$ cat src/rtl/qlearn_pkg.sv
// Shared types and constants for the Q-learning agent side: action codes,
// field widths, FSM state encoding and the greedy-choice helper.
package qlearn_pkg;

  localparam int STATE_W = 6;
  localparam int ACT_W   = 4;
  localparam int Q_W     = 16;

  localparam logic [ACT_W-1:0] ACT_UP    = 4'd0;
  localparam logic [ACT_W-1:0] ACT_DOWN  = 4'd1;
  localparam logic [ACT_W-1:0] ACT_LEFT  = 4'd2;
  localparam logic [ACT_W-1:0] ACT_RIGHT = 4'd3;

  typedef enum logic [2:0] {
    ST_IDLE,
    ST_SELECT,
    ST_MOVE,
    ST_ISSUE,
    ST_EPEND,
    ST_FINISH
  } fsm_state_t;

  // Signed maximum over the four Q lanes; strict '>' keeps the lowest index on ties.
  function automatic logic [1:0] greedy_action(input logic [4*Q_W-1:0] row);
    logic signed [Q_W-1:0] best;
    logic [1:0]            idx;
    best = row[Q_W-1:0];
    idx  = 2'd0;
    for (int a = 1; a < 4; a++) begin
      if ($signed(row[Q_W*a +: Q_W]) > best) begin
        best = row[Q_W*a +: Q_W];
        idx  = 2'(a);
      end
    end
    return idx;
  endfunction

endpackage

$ cat src/rtl/maze_lfsr.sv
// 16-bit Fibonacci LFSR (taps 16,14,13,11) that steps only when enabled;
// the low RND_W bits feed the exploration decision.
module maze_lfsr #(
  parameter logic [15:0] SEED  = 16'hACE1,
  parameter int          RND_W = 10
) (
  input  logic             clk,
  input  logic             rst_n,
  input  logic             en,
  output logic [RND_W-1:0] rnd
);

  logic [15:0] lfsr_reg;
  logic        feedback;

  assign feedback = lfsr_reg[15] ^ lfsr_reg[13] ^ lfsr_reg[12] ^ lfsr_reg[10];
  assign rnd      = lfsr_reg[RND_W-1:0];

  always_ff @(posedge clk or negedge rst_n) begin
    if (!rst_n) begin
      lfsr_reg <= SEED;
    end else if (en) begin
      lfsr_reg <= {lfsr_reg[14:0], feedback};
    end
  end

endmodule

$ cat src/rtl/maze_agent_driver.sv
// Epsilon-greedy maze walker that generates (state, action, next, reward)
// transitions for the Q-learning accelerator and captures the returned Q row.
module maze_agent_driver
  import qlearn_pkg::*;
#(
  parameter logic [STATE_W-1:0]  START_STATE   = 6'd0,
  parameter logic [STATE_W-1:0]  GOAL_STATE    = 6'd63,
  parameter logic [63:0]         WALL_MAP      = 64'h0,
  parameter logic signed [Q_W-1:0] GOAL_REWARD  = 16'sd100,
  parameter logic signed [Q_W-1:0] WALL_PENALTY = 16'sd10,
  parameter logic signed [Q_W-1:0] STEP_REWARD  = -16'sd1,
  parameter logic [7:0]          EPSILON       = 8'd26,
  parameter logic [15:0]         MAX_STEPS     = 16'd256,
  parameter logic [15:0]         NUM_EPISODES  = 16'd100,
  parameter int                  UPDATE_CYCLES = 3,
  parameter logic [15:0]         LFSR_SEED     = 16'hACE1
) (
  input  logic                 clk,
  input  logic                 rst_n,
  input  logic                 start,
  output logic                 busy,
  output logic                 done,
  output logic                 acc_en,
  output logic [ACT_W-1:0]     acc_action,
  output logic [STATE_W-1:0]   acc_state,
  output logic [STATE_W-1:0]   acc_next_state,
  output logic [Q_W-1:0]       acc_reward,
  input  logic [4*Q_W-1:0]     q_row_in,
  output logic [15:0]          episode_count,
  output logic [15:0]          step_count
);

  localparam int CNT_W = $clog2(UPDATE_CYCLES + 1);

  fsm_state_t          state_reg, state_next;
  logic [STATE_W-1:0]  cur_reg;
  logic [STATE_W-1:0]  acc_state_reg, acc_next_state_reg;
  logic [ACT_W-1:0]    acc_action_reg;
  logic [Q_W-1:0]      acc_reward_reg;
  logic [4*Q_W-1:0]    q_row_reg;
  logic [1:0]          action_reg;
  logic [15:0]         step_count_reg, episode_count_reg;
  logic [CNT_W-1:0]    issue_cnt_reg;
  logic [9:0]          rnd;

  logic                lfsr_en;
  logic                last_issue;
  logic [15:0]         step_inc;
  logic                ep_end, ep_last;
  logic                explore;
  logic [2:0]          cur_row, cur_col, tgt_row, tgt_col;
  logic                off_grid, bump;
  logic [STATE_W-1:0]  target;
  logic [Q_W-1:0]      move_reward;

  maze_lfsr #(
    .SEED  (LFSR_SEED),
    .RND_W (10)
  ) u_lfsr (
    .clk   (clk),
    .rst_n (rst_n),
    .en    (lfsr_en),
    .rnd   (rnd)
  );

  assign acc_action     = acc_action_reg;
  assign acc_state      = acc_state_reg;
  assign acc_next_state = acc_next_state_reg;
  assign acc_reward     = acc_reward_reg;
  assign episode_count  = episode_count_reg;
  assign step_count     = step_count_reg;

  assign lfsr_en    = (state_reg != ST_IDLE);
  assign last_issue = (issue_cnt_reg == CNT_W'(UPDATE_CYCLES - 1));
  assign step_inc   = step_count_reg + 16'd1;
  // Goal and step cap share one episode end; the goal reward was already issued.
  assign ep_end     = (acc_next_state_reg == GOAL_STATE) || (step_inc == MAX_STEPS);
  assign ep_last    = ((episode_count_reg + 16'd1) == NUM_EPISODES);
  assign explore    = (rnd[7:0] < EPSILON);

  // Grid move: row is the upper field, so up decrements the row.
  always_comb begin
    cur_row  = cur_reg[5:3];
    cur_col  = cur_reg[2:0];
    tgt_row  = cur_row;
    tgt_col  = cur_col;
    off_grid = 1'b0;
    case ({2'b00, action_reg})
      ACT_UP: begin
        off_grid = (cur_row == 3'd0);
        tgt_row  = cur_row - 3'd1;
      end
      ACT_DOWN: begin
        off_grid = (cur_row == 3'd7);
        tgt_row  = cur_row + 3'd1;
      end
      ACT_LEFT: begin
        off_grid = (cur_col == 3'd0);
        tgt_col  = cur_col - 3'd1;
      end
      ACT_RIGHT: begin
        off_grid = (cur_col == 3'd7);
        tgt_col  = cur_col + 3'd1;
      end
      default: off_grid = 1'b1;
    endcase
    target = {tgt_row, tgt_col};
    bump   = off_grid || WALL_MAP[target];
    if (bump) begin
      move_reward = -WALL_PENALTY;
    end else if (target == GOAL_STATE) begin
      move_reward = GOAL_REWARD;
    end else begin
      move_reward = STEP_REWARD;
    end
  end

  always_ff @(posedge clk or negedge rst_n) begin
    if (!rst_n) begin
      state_reg <= ST_IDLE;
    end else begin
      state_reg <= state_next;
    end
  end

  always_comb begin
    state_next = state_reg;
    busy       = (state_reg != ST_IDLE);
    done       = (state_reg == ST_FINISH);
    acc_en     = (state_reg == ST_ISSUE);
    case (state_reg)
      ST_IDLE: begin
        if (start) begin
          state_next = (NUM_EPISODES == 16'd0) ? ST_FINISH : ST_SELECT;
        end
      end
      ST_SELECT: state_next = ST_MOVE;
      ST_MOVE:   state_next = ST_ISSUE;
      ST_ISSUE: begin
        if (last_issue) begin
          state_next = ep_end ? ST_EPEND : ST_SELECT;
        end
      end
      ST_EPEND:  state_next = ep_last ? ST_FINISH : ST_SELECT;
      ST_FINISH: state_next = ST_IDLE;
      default:   state_next = ST_IDLE;
    endcase
  end

  always_ff @(posedge clk or negedge rst_n) begin
    if (!rst_n) begin
      cur_reg            <= START_STATE;
      acc_state_reg      <= '0;
      acc_next_state_reg <= '0;
      acc_action_reg     <= '0;
      acc_reward_reg     <= '0;
      q_row_reg          <= '0;
      action_reg         <= '0;
      step_count_reg     <= '0;
      episode_count_reg  <= '0;
      issue_cnt_reg      <= '0;
    end else begin
      case (state_reg)
        ST_IDLE: begin
          if (start) begin
            episode_count_reg <= '0;
            step_count_reg    <= '0;
            cur_reg           <= START_STATE;
            q_row_reg         <= '0;
          end
        end
        ST_SELECT: begin
          action_reg <= explore ? rnd[9:8] : greedy_action(q_row_reg);
        end
        ST_MOVE: begin
          acc_action_reg     <= {2'b00, action_reg};
          acc_state_reg      <= cur_reg;
          acc_next_state_reg <= bump ? cur_reg : target;
          acc_reward_reg     <= move_reward;
          issue_cnt_reg      <= '0;
        end
        ST_ISSUE: begin
          if (last_issue) begin
            q_row_reg      <= q_row_in;
            step_count_reg <= step_inc;
            cur_reg        <= acc_next_state_reg;
            issue_cnt_reg  <= '0;
          end else begin
            issue_cnt_reg <= issue_cnt_reg + CNT_W'(1);
          end
        end
        ST_EPEND: begin
          episode_count_reg <= episode_count_reg + 16'd1;
          cur_reg           <= START_STATE;
          q_row_reg         <= '0;
          step_count_reg    <= '0;
        end
        default: ;
      endcase
    end
  end

endmodule

$ cat config.mk
export PLATFORM = sky130hd
export DESIGN_NAME = maze_agent_driver
export DESIGN_NICKNAME = d
export VERILOG_FILES = /design/src/rtl/qlearn_pkg.sv /design/src/rtl/maze_lfsr.sv /design/src/rtl/maze_agent_driver.sv
export SDC_FILE = /design/constraint.sdc
export NUM_CORES = 1
export LEC_CHECK = 0
export BUFFER_PORTS_ARGS = -buffer_cell sky130_fd_sc_hd__buf_2
export CORE_ASPECT_RATIO = 2
export CORE_MARGIN = 1
export CORE_UTILIZATION = 39
export CTS_BUF_LIST = sky130_fd_sc_hd__clkbuf_4 sky130_fd_sc_hd__clkbuf_8
export CTS_CLUSTER_DIAMETER = 30
export CTS_CLUSTER_SIZE = 14
export DETAILED_ROUTE_END_ITERATION = 16
export GPL_TIMING_DRIVEN = 0
export PLACE_DENSITY_LB_ADDON = 0.15
export SETUP_SLACK_MARGIN = 0.1
export SYNTH_ARGS = -nofsm -noshare
export SYNTH_HDL_FRONTEND = slang
export SYNTH_SLANG_ARGS = --single-unit
export TNS_END_PERCENT = 5
$ cat constraint.sdc
create_clock -name clk -period 8.65 [get_ports clk]
set_input_delay 1.2975 -clock clk [delete_from_list [all_inputs] [get_ports clk]]
set_output_delay 1.2975 -clock clk [all_outputs]
set_load 0.1 [all_outputs]
### Yosys cells after proc, flatten, opt, wreduce, memory -nomap -nowiden

Memories as Yosys holds them, arrays and structs flattened.
Index checks and enable logic that the tools add are counted.

* bits in registers: 155
* memory bits (read-only): 64
* input port bits: 67
* output and inout port bits: 67
* logic and storage cells: 90
* memories: 1

* add/subtract/negate cells: 7
* magnitude comparators: 5
* equal/unequal tests: 17
* muxes and demuxes: 32
* bitwise operators: 3
* reductions and logical operators: 13

Memory list
* (no name shown): depth 64, bits a word 1, rd ports 1, clocked after memory_dff 0, write ports 0, line maze_agent_driver.sv:108 `bump = off_grid || WALL_MAP[target];`

Operator list (number)
* one-hot mux 64 bit (3 select lines): 1
* 2-to-1 mux 16 bit: 8
* 2-to-1 mux 64 bit: 2
* greater-than comparator 16 bit: 3
* one-hot mux 16 bit (3 select lines): 1
* adder 16 x 1 -> 16 bit, second input constant: 2
* one-hot mux 16 bit (2 select lines): 1
* 2-to-1 mux 6 bit: 3
* one-hot mux 6 bit (3 select lines): 1
* equality test 16 x 7 -> 1 bit, second input constant: 1
* equality test 16 x 9 -> 1 bit, second input constant: 1
* one-hot mux 3 bit (5 select lines): 1
* equality test 3 bit, second input constant: 4
* equality test 6 bit, second input constant: 2
* 2-to-1 mux 3 bit: 4
* one-hot mux 3 bit (2 select lines): 2
* logical NOT 3 bit: 3
* < comparator 8 x 5 -> 1 bit, second input constant: 1
* 2-to-1 mux 2 bit: 4
* < comparator 6 x 7 -> 1 bit, second input constant: 1
* adder 3 x 1 -> 3 bit, second input constant: 2
* equality test 2 bit, second input constant: 3
* equality test 3 x 2 -> 1 bit, second input constant: 2
* nonzero test 3 bit: 2
* 15 further kinds: 22

### Longest topological paths before layout

Gate-level depths: netlist of the first run.

* word-level depth: 9
* mapped depth: 25
* depth with buffers taken out: 23

### Modules after synthesis

A second synthesis of the first run with hierarchy kept.

* cell total of the unflattened synthesis: 1007
* area total of the unflattened synthesis: 8973.6 um2

By module, submodules not included
* maze_agent_driver: instances 1, cells each 959, area an instance 8222.9 um2, sequential area each 3153.0 um2
* maze_lfsr: instances 1, cells each 48, area an instance 750.7 um2, sequential area each 410.4 um2

### Worst setup path before layout of the first run

OpenSTA, ideal clock, no wires.

* path kind: flip-flop to flip-flop
* start: reg q_row_reg[31]
* end: reg action_reg[0]
* library setup time: 0.082 ns
* arrival: 5.343 ns
* data required time: 8.568 ns
* slack: 3.225 ns
* stages on the path, launching flop included: 24
* buffers on the path: 2
* clock period less this slack: 5.425 ns
* cell sequence: dfrtp_1 > ha_1 > inv_1 > or3_1 > a211o_1 > o21ai_4 > buf_12 > mux2i_1 > ha_1 > nand3_1 > nor3_1 > o22ai_1 > or3_1 > nand3_2 > buf_4 > mux2_4 > ha_1 > and4_1 > a21boi_0 > o311a_1 > a2111oi_1 > o211ai_1 > o211a_1 > a31oi_1

* longest elaborated chain between the ends: 9
* elaborated cells on any way between the ends: 11
* classes of those cells: order compare (3); mux (8)

RTL lines
* from (decl): line maze_agent_driver.sv:40 `logic [4*Q_W-1:0] q_row_reg;`
* from (signal assigned): line maze_agent_driver.sv:184 `q_row_reg <= q_row_in;`
* greater-than comparator 16 bit: line qlearn_pkg.sv:30 `if ($signed(row[Q_W*a +: Q_W]) > best) begin`
* 2-to-1 mux 16 bit: line qlearn_pkg.sv:30
* 2-to-1 mux 16 bit: line maze_agent_driver.sv:163 `case (state_reg)`
* greater-than comparator 16 bit: line qlearn_pkg.sv:30
* 2-to-1 mux 16 bit: line qlearn_pkg.sv:30
* 2-to-1 mux 16 bit: line maze_agent_driver.sv:163
* greater-than comparator 16 bit: line qlearn_pkg.sv:30
* 2-to-1 mux 2 bit (*): line qlearn_pkg.sv:30
* 2-to-1 mux 2 bit (*): line maze_agent_driver.sv:173 `action_reg <= explore ? rnd[9:8] : greedy_action(q_row_reg);`
* to (signal assigned): line maze_agent_driver.sv:173
* to (decl): line maze_agent_driver.sv:41 `logic [1:0] action_reg;`

Every way passes the cells marked *; elsewhere a longest branch is shown, timed or not. The select of a mux whose other input is x is not followed.
A chain may end at the register's enable or synchronous reset.

### Worst setup path in the final report of the first run

* start: reg q_row_reg[17]
* end: reg action_reg[1]

* longest elaborated chain between the ends: 9
* elaborated cells on any way between the ends: 10
* classes of those cells: order compare (3); mux (7)

RTL lines (line)
* greater-than comparator 16 bit: qlearn_pkg.sv:30
* 2-to-1 mux 16 bit (*): qlearn_pkg.sv:30
* 2-to-1 mux 16 bit (*): maze_agent_driver.sv:163
* greater-than comparator 16 bit: qlearn_pkg.sv:30
* 2-to-1 mux 16 bit: qlearn_pkg.sv:30
* 2-to-1 mux 16 bit: maze_agent_driver.sv:163
* greater-than comparator 16 bit: qlearn_pkg.sv:30
* 2-to-1 mux 2 bit (*): qlearn_pkg.sv:30
* 2-to-1 mux 2 bit (*): maze_agent_driver.sv:173

Marks and branches as above.

==> run summary, run 1 <==
The flow ran to the end, and the final reports show no timing, DRC or antenna violations. The total CTS buffers is 17. Across the routed clock network, the largest skew measured is roughly 0.015 ns. The final routed DRC violation total came out at 0. The endpoint class of the critical path is a register. Among all cell types in the netlist, the one instantiated most often is sky130_fd_sc_hd__nand2_1. The tightest slew margin relative to the limit came out at 33.6%.

The dominant cell type by count on the critical path is sky130_fd_sc_hd__ha_1. The placement row count is between 70 and 80. The number of enable flip-flop cells after synthesis is 0. Pin placement for this block handled approximately 130 I/O pins. The post-synthesis average cell area is 9.20 µm².

The clock tree synthesis step divided the H-tree into 4 levels. The routed design has 23300 µm of wire. After the last flow step, the layout net total stands at 1163.

In the final routed layout, each cell accounts on average for 17.6 µm. For this run, the top clock speed supported by timing is approximately 0.15 GHz. Among cell families on the critical path, the largest total delay comes from compound AO/OA/AOI/OAI gates. The transition at the pin with the smallest max-transition slack is ~1 ns. The pin count of the biggest net entering global routing is 92. For this run the aggregate overflow at the end of global routing stands at 0. The number of global-route vias before repair was between 6000 and 7000. TritonCTS built the clock tree. Of all cell types, the one taking the most synthesized area is sky130_fd_sc_hd__dfrtp_1. Counting instances, the worst hold path has a depth of 2. In the synthesized netlist the dominant register cell turns out to be sky130_fd_sc_hd__dfrtp_1. The maximum buffer depth of the clock tree is 2. The ratio of cells with drive above 1 in the final layout is a little over a fifth. Routability-driven placement finished with a final weighted congestion of ~0.85.

The count of cell instances traversed by the critical path came out at 24. Yosys attributes the largest share of cell area to sky130_fd_sc_hd__dfrtp_1, sky130_fd_sc_hd__ha_1, sky130_fd_sc_hd__nand2_1. The worst setup path is launched from a register. The number of setup violations in the final report came out at 0. The clock-pin transition on the worst setup and hold timing paths came out at 0.09 ns. The fraction of registers with async set or reset after synthesis is 100%. The number of antenna violations at the first check in global routing came out at 0. The number of buffers inserted by hold repair at cts came out at 0. The data required time at the worst endpoint is 9.06 ns. The flip-flop count of the largest register, all copies and words added came out at 64. The instance count of the mapped netlist came out at approximately 890. The chip width came out at between 100 and 150 µm. The antenna cell count came out at 0. The number of buffer cells added on primary ports came out at around 130.

The slack of the worst reg-to-reg path came out at about 2.1 ns. Setup repair after global routing left no endpoint under its margin. The clock period minus worst slack came out at roughly 6.5 ns. Synthesis inferred ~140 register bits. The number of setup buffers added after CTS is 0. Relative to the synthesized area, the layout overhead comes to 17.8%. The post-route setup TNS is 0 ns.

The sequential element share of the synthesized area is a little over two fifths. The number of cells traversed by the worst register-to-register path is 24. The number of warnings issued by yosys is 0. Once layout is complete, the cells apart from fillers number between 1000 and 1500. Hold timing on the final database bottoms out at a slack of between 0.4 and 0.5 ns. The worst hold-check path type is register to register.

The top cell type's share of synthesized area is 40.9%. The clock tree root driver cell is sky130_fd_sc_hd__clkbuf_8. Ranked by instance count, the synthesized netlist is headed by sky130_fd_sc_hd__nand2_1, sky130_fd_sc_hd__dfrtp_1, sky130_fd_sc_hd__o21ai_0, sky130_fd_sc_hd__nand3_1, sky130_fd_sc_hd__ha_1. The largest driver fanout on the critical path is 10.

The floorplan step defined a core boundary enclosing roughly 20000 µm². The total number of vias is roughly 7000. The max-capacitance violation count is 0.

Dividing the final minimum period by the clock period gives about three quarters. CTS saw about 140 sinks. The critical path is of the register to register type. Walking the worst path, the cells encountered are ha_1 > nor2b_1 > o211ai_1 > a2111oi_0 > a211o_1 > o21ai_4 > buf_12 > mux2i_1 > ha_1 > nand3_1 > nor3_1 > o22ai_1 > or3_1 > nand3_2 > buf_4 > mux2_4 > ha_1 > and4_1 > a21boi_0 > o311a_1 > a2111oi_1 > o211ai_1 > o211a_1 > a31oi_1.

The die footprint is ~22000 µm². The clock latency reported for the late side of the worst-skew pair is 0.50 ns. Post-CTS repair changed the size of 0 cells. Once detail routing completed, the nets flagged for antenna violations numbered 0.

The slowest cell on the critical path is sky130_fd_sc_hd__a2111oi_1. The placed instance count is 1290. The vias per cell is around 5.3. The height of the die came out at between 200 and 250 µm.

For this block, the initial DRC count from the detailed router was approximately 200. The global routing usage summed across all routing layers is a little under a quarter. The number of different library cells in the post-synthesis netlist is 64. The first global-routing pass estimated between 30000 and 40000 µm of wire. The final hold violation count is 0.

For this configuration, the core starts out at a cell density of 39.9%. At the worst endpoint, the arrival time is about 7 ns. The critical path contains buffers and inverters numbering 2 combined.

The maximum single-stage delay on the critical path is 0.49 ns. In this run the cell area of the synthesized design comes to 8200 µm². The HPWL after detailed placement came out at 17600 µm. The max-slew violation count is 0. The number of detailed-routing iterations run before antenna repair came out at 5.
==> cell families after synthesis <==
kind of cell             after synthesis  share of synthesized area [%]
adder cells (fa/ha/maj)               53                           8.27
flip-flops                           142                           43.5
buffers and inverters                110                           6.02
multiplexers                          47                           6.50
XOR/XNOR                              22                           2.35
AND/OR/NAND/NOR                      336                           19.0
AO/OA/AOI/OAI                        180                           14.3
other                                  1                         0.0458
==> through the flow <==
| stage | setup slack (ns) | instance area, µm² | util [%] |
|---|---|---|---|
| floorplan | 3.23 | 8200 | - |
| global placement | 2.16 | 9190 | 44.7 |
| detailed placement | 2.11 | 9220 | 44.9 |
| CTS | 2.09 | 9650 | 47.0 |
| global route | 1.73 | 9650 | 47.0 |
| finish | 2.11 | 9650 | 47.0 |
==> final cells by class <==
type | instances | area (µm²)
Fill cell | 2068 | 10900
Tap cell | 266 | 333
Inverter | 45 | 169
Buffer | 65 | 324
Multi-Input combinational cell | 640 | 4140
Clock buffer | 18 | 248
Timing Repair Buffer | 132 | 689
Sequential cell | 142 | 3560
Clock inverter | 14 | 183
==> worst reg2reg max path: stages, from the launching register on <==
cell and delay (ns):
sky130_fd_sc_hd__dfrtp_1 0.43, sky130_fd_sc_hd__ha_1 0.31, sky130_fd_sc_hd__nor2b_1 0.14, sky130_fd_sc_hd__o211ai_1 0.17
sky130_fd_sc_hd__a2111oi_0 0.14, sky130_fd_sc_hd__a211o_1 0.29, sky130_fd_sc_hd__o21ai_4 0.39, sky130_fd_sc_hd__buf_12 0.21
sky130_fd_sc_hd__mux2i_1 0.24, sky130_fd_sc_hd__ha_1 0.19, sky130_fd_sc_hd__nand3_1 0.10, sky130_fd_sc_hd__nor3_1 0.46
sky130_fd_sc_hd__o22ai_1 0.17, sky130_fd_sc_hd__or3_1 0.38, sky130_fd_sc_hd__nand3_2 0.20, sky130_fd_sc_hd__buf_4 0.28
sky130_fd_sc_hd__mux2_4 0.33, sky130_fd_sc_hd__ha_1 0.28, sky130_fd_sc_hd__and4_1 0.23, sky130_fd_sc_hd__a21boi_0 0.13
sky130_fd_sc_hd__o311a_1 0.34, sky130_fd_sc_hd__a2111oi_1 0.49, sky130_fd_sc_hd__o211ai_1 0.16, sky130_fd_sc_hd__o211a_1 0.19
sky130_fd_sc_hd__a31oi_1 0.19
==> routing by layer <==
metal	up-vias	GRT usage (%)	part of all wire, %
met5	-	0	0
met3	50	4.56	3.3
li1	3437	-	-
met4	0	11.3	4.0
met2	159	40.9	54
met1	3370	24.4	39
==> cell usage in the layout, fill, tap and decap left out, drive strengths merged, types with 6 or more instances in the layout <==
cell / synthesis / final
nand2: 169 / 169
buf: 20 / 152
dfrtp: 134 / 134
o21ai: 64 / 64
clkbuf: 45 / 63
nand3: 55 / 55
ha: 51 / 51
inv: 45 / 49
o31ai: 44 / 44
nor2: 38 / 38
mux2: 32 / 32
nand4: 21 / 21
a21oi: 18 / 18
mux2i: 15 / 15
a31oi: 14 / 14
xnor2: 13 / 13
nor3: 11 / 11
xor2: 9 / 9
a22o: 8 / 8
dfstp: 8 / 8
nor2b: 7 / 7
o211ai: 6 / 6
==> final timing paths <==
kind                                     from           endpoint
max in group asynchronous               rst_n      q_row_reg[24]
worst min register to register  acc_action[1]      acc_action[1]
min in group asynchronous               rst_n  acc_next_state[4]
worst min-delay path            acc_action[1]      acc_action[1]
worst max register to register  q_row_reg[17]      action_reg[1]
worst max-delay path            q_row_reg[17]      action_reg[1]
Power of run 1 is not shown: default switching activity piles up to over one toggle a cycle in this logic, so the estimate is an artifact.
==> inputs of run 2 (changes only) <==
==> constraint.sdc (replaced) <==
create_clock -name clk -period 6.1 [get_ports clk]
set_input_delay 0.915 -clock clk [delete_from_list [all_inputs] [get_ports clk]]
set_output_delay 0.915 -clock clk [all_outputs]
set_load 0.1 [all_outputs]
==> run 2 against run 1 <==
Effect of this change:
- critical path depth up 1
- fmax rose by 13%
- sequential share of layout area fell by 0.97 points
- die area stayed put
- register-to-register slack lost 1.8 ns
- clock skew decreased by 0.0015 ns
- critical path type unchanged
- count of clock-buffer cells in the layout is the same
- utilization is 1.3 points higher
- cell area increased by 2.7%
- via count grew 0.64%
- sequential cell count unchanged
- cell count rose by 0.76%
==> run summary, run 2 (synthesis results as in run 1) <==
The global routing met1 resource utilization is 24.5% (+0.11 points). Leaving out fill and tap cells, the most frequent cell in the layout is sky130_fd_sc_hd__nand2_1. The I/O pin count came out at 134 (unchanged). The final routed DRC violation total came out at 0 (unchanged). The highest-utilization routing layer at the global route stage is met2. The antenna violation net count after detailed routing came out at 0 (unchanged). The maximum single-stage delay on the critical path came out at 0.43 ns (-0.06 ns). The largest driver fanout on the critical path came out at 10 (unchanged). The flip-flop count of the largest register, all copies and words added came out at 64 (unchanged). The final-stage net count is 1173 (+0.86%).

The worst hold-check path type is input port to asynchronous set/reset pin. The number of antenna violations at the first check in global routing came out at 0 (unchanged). The number of cells traversed by the worst register-to-register path was 25 (+4.2%). The ratio of cells with drive above 1 in the final layout came to 24.2% (+2.4 points). The height of the die came out at 207 µm (unchanged). The critical path starts at q_row_reg[17].

The clock latency reported for the late side of the worst-skew pair came out at 0.50 ns (about the same). The number of buffers inserted by hold repair at cts came out at 0 (unchanged). The number of global-route vias before repair came to 6920 (+0.22%).

The clock period minus worst slack is 5.79 ns (-0.747 ns). In this run the critical register-to-register path is launched from q_row_reg[17]. The overflow left after global routing is 0 (unchanged).

The tightest slew margin relative to the limit came out at 34.9% (+1.3 points). In this design, the critical path's most frequently occurring cell is sky130_fd_sc_hd__buf_12. The number of detailed-routing iterations run before antenna repair came out at 6 (+1). In this run the critical register-to-register path is captured at action_reg[1]. The placement row count came out at 74 (unchanged). The total CTS buffers is 17 (unchanged). The worst-case hold slack came to 0.358 ns (-0.114 ns). The chip width is 105 µm (unchanged). The routability congestion estimate from global placement came out at 0.854 (unchanged). The pin count of the biggest net entering global routing was 92 (unchanged). The total wire length after detailed routing was 23500 µm (+1.2%).

The post-detailed-route wirelength per cell was 17.7 µm (+0.40%). The final hold violation count is 0 (unchanged). The tree is rooted in a sky130_fd_sc_hd__clkbuf_8.

The data arrival time of the worst path is 6.14 ns (-0.81 ns). The met3 usage is 4.59% (+0.031 points). The area growth from synthesis to layout is 20.9%. The max-capacitance violation count is 0 (unchanged). The global routing usage summed across all routing layers is 22.6% (+0.055 points). The number of buffer cells added on primary ports is 131 (unchanged). The kind of cell with the highest combined delay along the critical path is compound AO/OA/AOI/OAI gates. The slack of the worst reg-to-reg path is 0.31 ns (-1.80 ns).

The max-slew violation count is 0 (unchanged). The fraction of met2 tracks used by global routing is 40.8% (about the same). The highest attainable clock frequency came out at 0.173 GHz (+13%). The worst clock skew was 0.0138 ns (-0.00149 ns).

The vias per cell came out at 5.30 (-0.11%). The antenna cell count came to 0 (unchanged). The clock-pin transition on the worst setup and hold timing paths came out at 0.09 ns (about the same). The kind of start point of the critical path is a register.

The post-route fraction of the period consumed by the critical path is 95.0% (+19 points). The global-route wire length before repair came out at 37100 µm (+0.24%). The buffering stage count on the worst path with inverters included is 4 (+2). The flow ran to the end, and the final reports show no timing, DRC or antenna violations.

The data required time at the worst endpoint came out at 6.45 ns (-2.61 ns). The number of DRC markers in iteration 0 is 192 (-5.0%). The largest individual stage delay along the critical path comes from the cell sky130_fd_sc_hd__dfrtp_1. STA classifies the critical path endpoint as a register. The count of cell instances traversed by the critical path came out at 25 (+4.2%). The transition at the pin with the smallest max-transition slack is 0.964 ns (-0.0195 ns). The H-tree level count is 4 (unchanged). The critical path class is register to register. The library cells used most frequently in the layout, excluding fill and tap cells, are sky130_fd_sc_hd__nand2_1, sky130_fd_sc_hd__dfrtp_1, sky130_fd_sc_hd__buf_2, sky130_fd_sc_hd__o21ai_0, sky130_fd_sc_hd__nand3_1. TritonCTS built the clock tree. Setup repair after global routing left no endpoint under its margin.

The die footprint is 21600 µm² (unchanged). The CTS sink count was 142 (unchanged). The initial cell density of the core is 39.9% (unchanged). The maximum buffer depth of the clock tree came to 2 (unchanged). The number of setup violations in the final report came out at 0 (unchanged).

The core area was 20600 µm² (unchanged). The total number of vias came out at 7061 (+0.64%). The HPWL after detailed placement was 17600 µm (unchanged).
run 2: how the worst max path moves through the flow:
stage,end,slack (ns)
after global placement,action_reg[1],-0.39
after floorplan,action_reg[0],0.68
after global routing,action_reg[1],0.10
after detailed placement,action_reg[1],-0.44
after CTS,action_reg[1],0.13
final,action_reg[1],0.31
run 2: routing by layer:
layer / wire, µm / vias to the layer above
met5: 0 / -
met4: 998 / 0
met3: 775 / 49
met2: 12600 / 156
met1: 9170 / 3401
li1: - / 3455
run 2: area by class of cell:
cell class / instances / area, µm²
multi-input combinational: 640 / 4290
buffer: 65 / 337
fill: 2049 / 10600
tap: 266 / 333
sequential: 142 / 3560
clock inverter: 14 / 183
timing repair buffer: 142 / 795
inverter: 45 / 169
clock buffer: 18 / 248
run 2: what timing repair did:
item	in CTS	in global routing
endpoints found under the setup margin	2	2
pin swaps	1	14
cloned	0	1
resized for setup	8	22
setup buffers	2	7
run 2: stage by stage:
stage	area, µm²	util, %	cells	setup slack (ns)	setup TNS (ns)
after CTS	9730	47.3	1324	0.129	0
final	9910	48.2	1332	0.307	0
after floorplan	8200	-	892	0.675	0
after detailed placement	9220	44.9	1290	-0.443	-0.861
after global placement	9190	44.7	1289	-0.391	-0.775
after global routing	9910	48.2	1332	0.104	0
Power of run 2 is left out for the same reason.
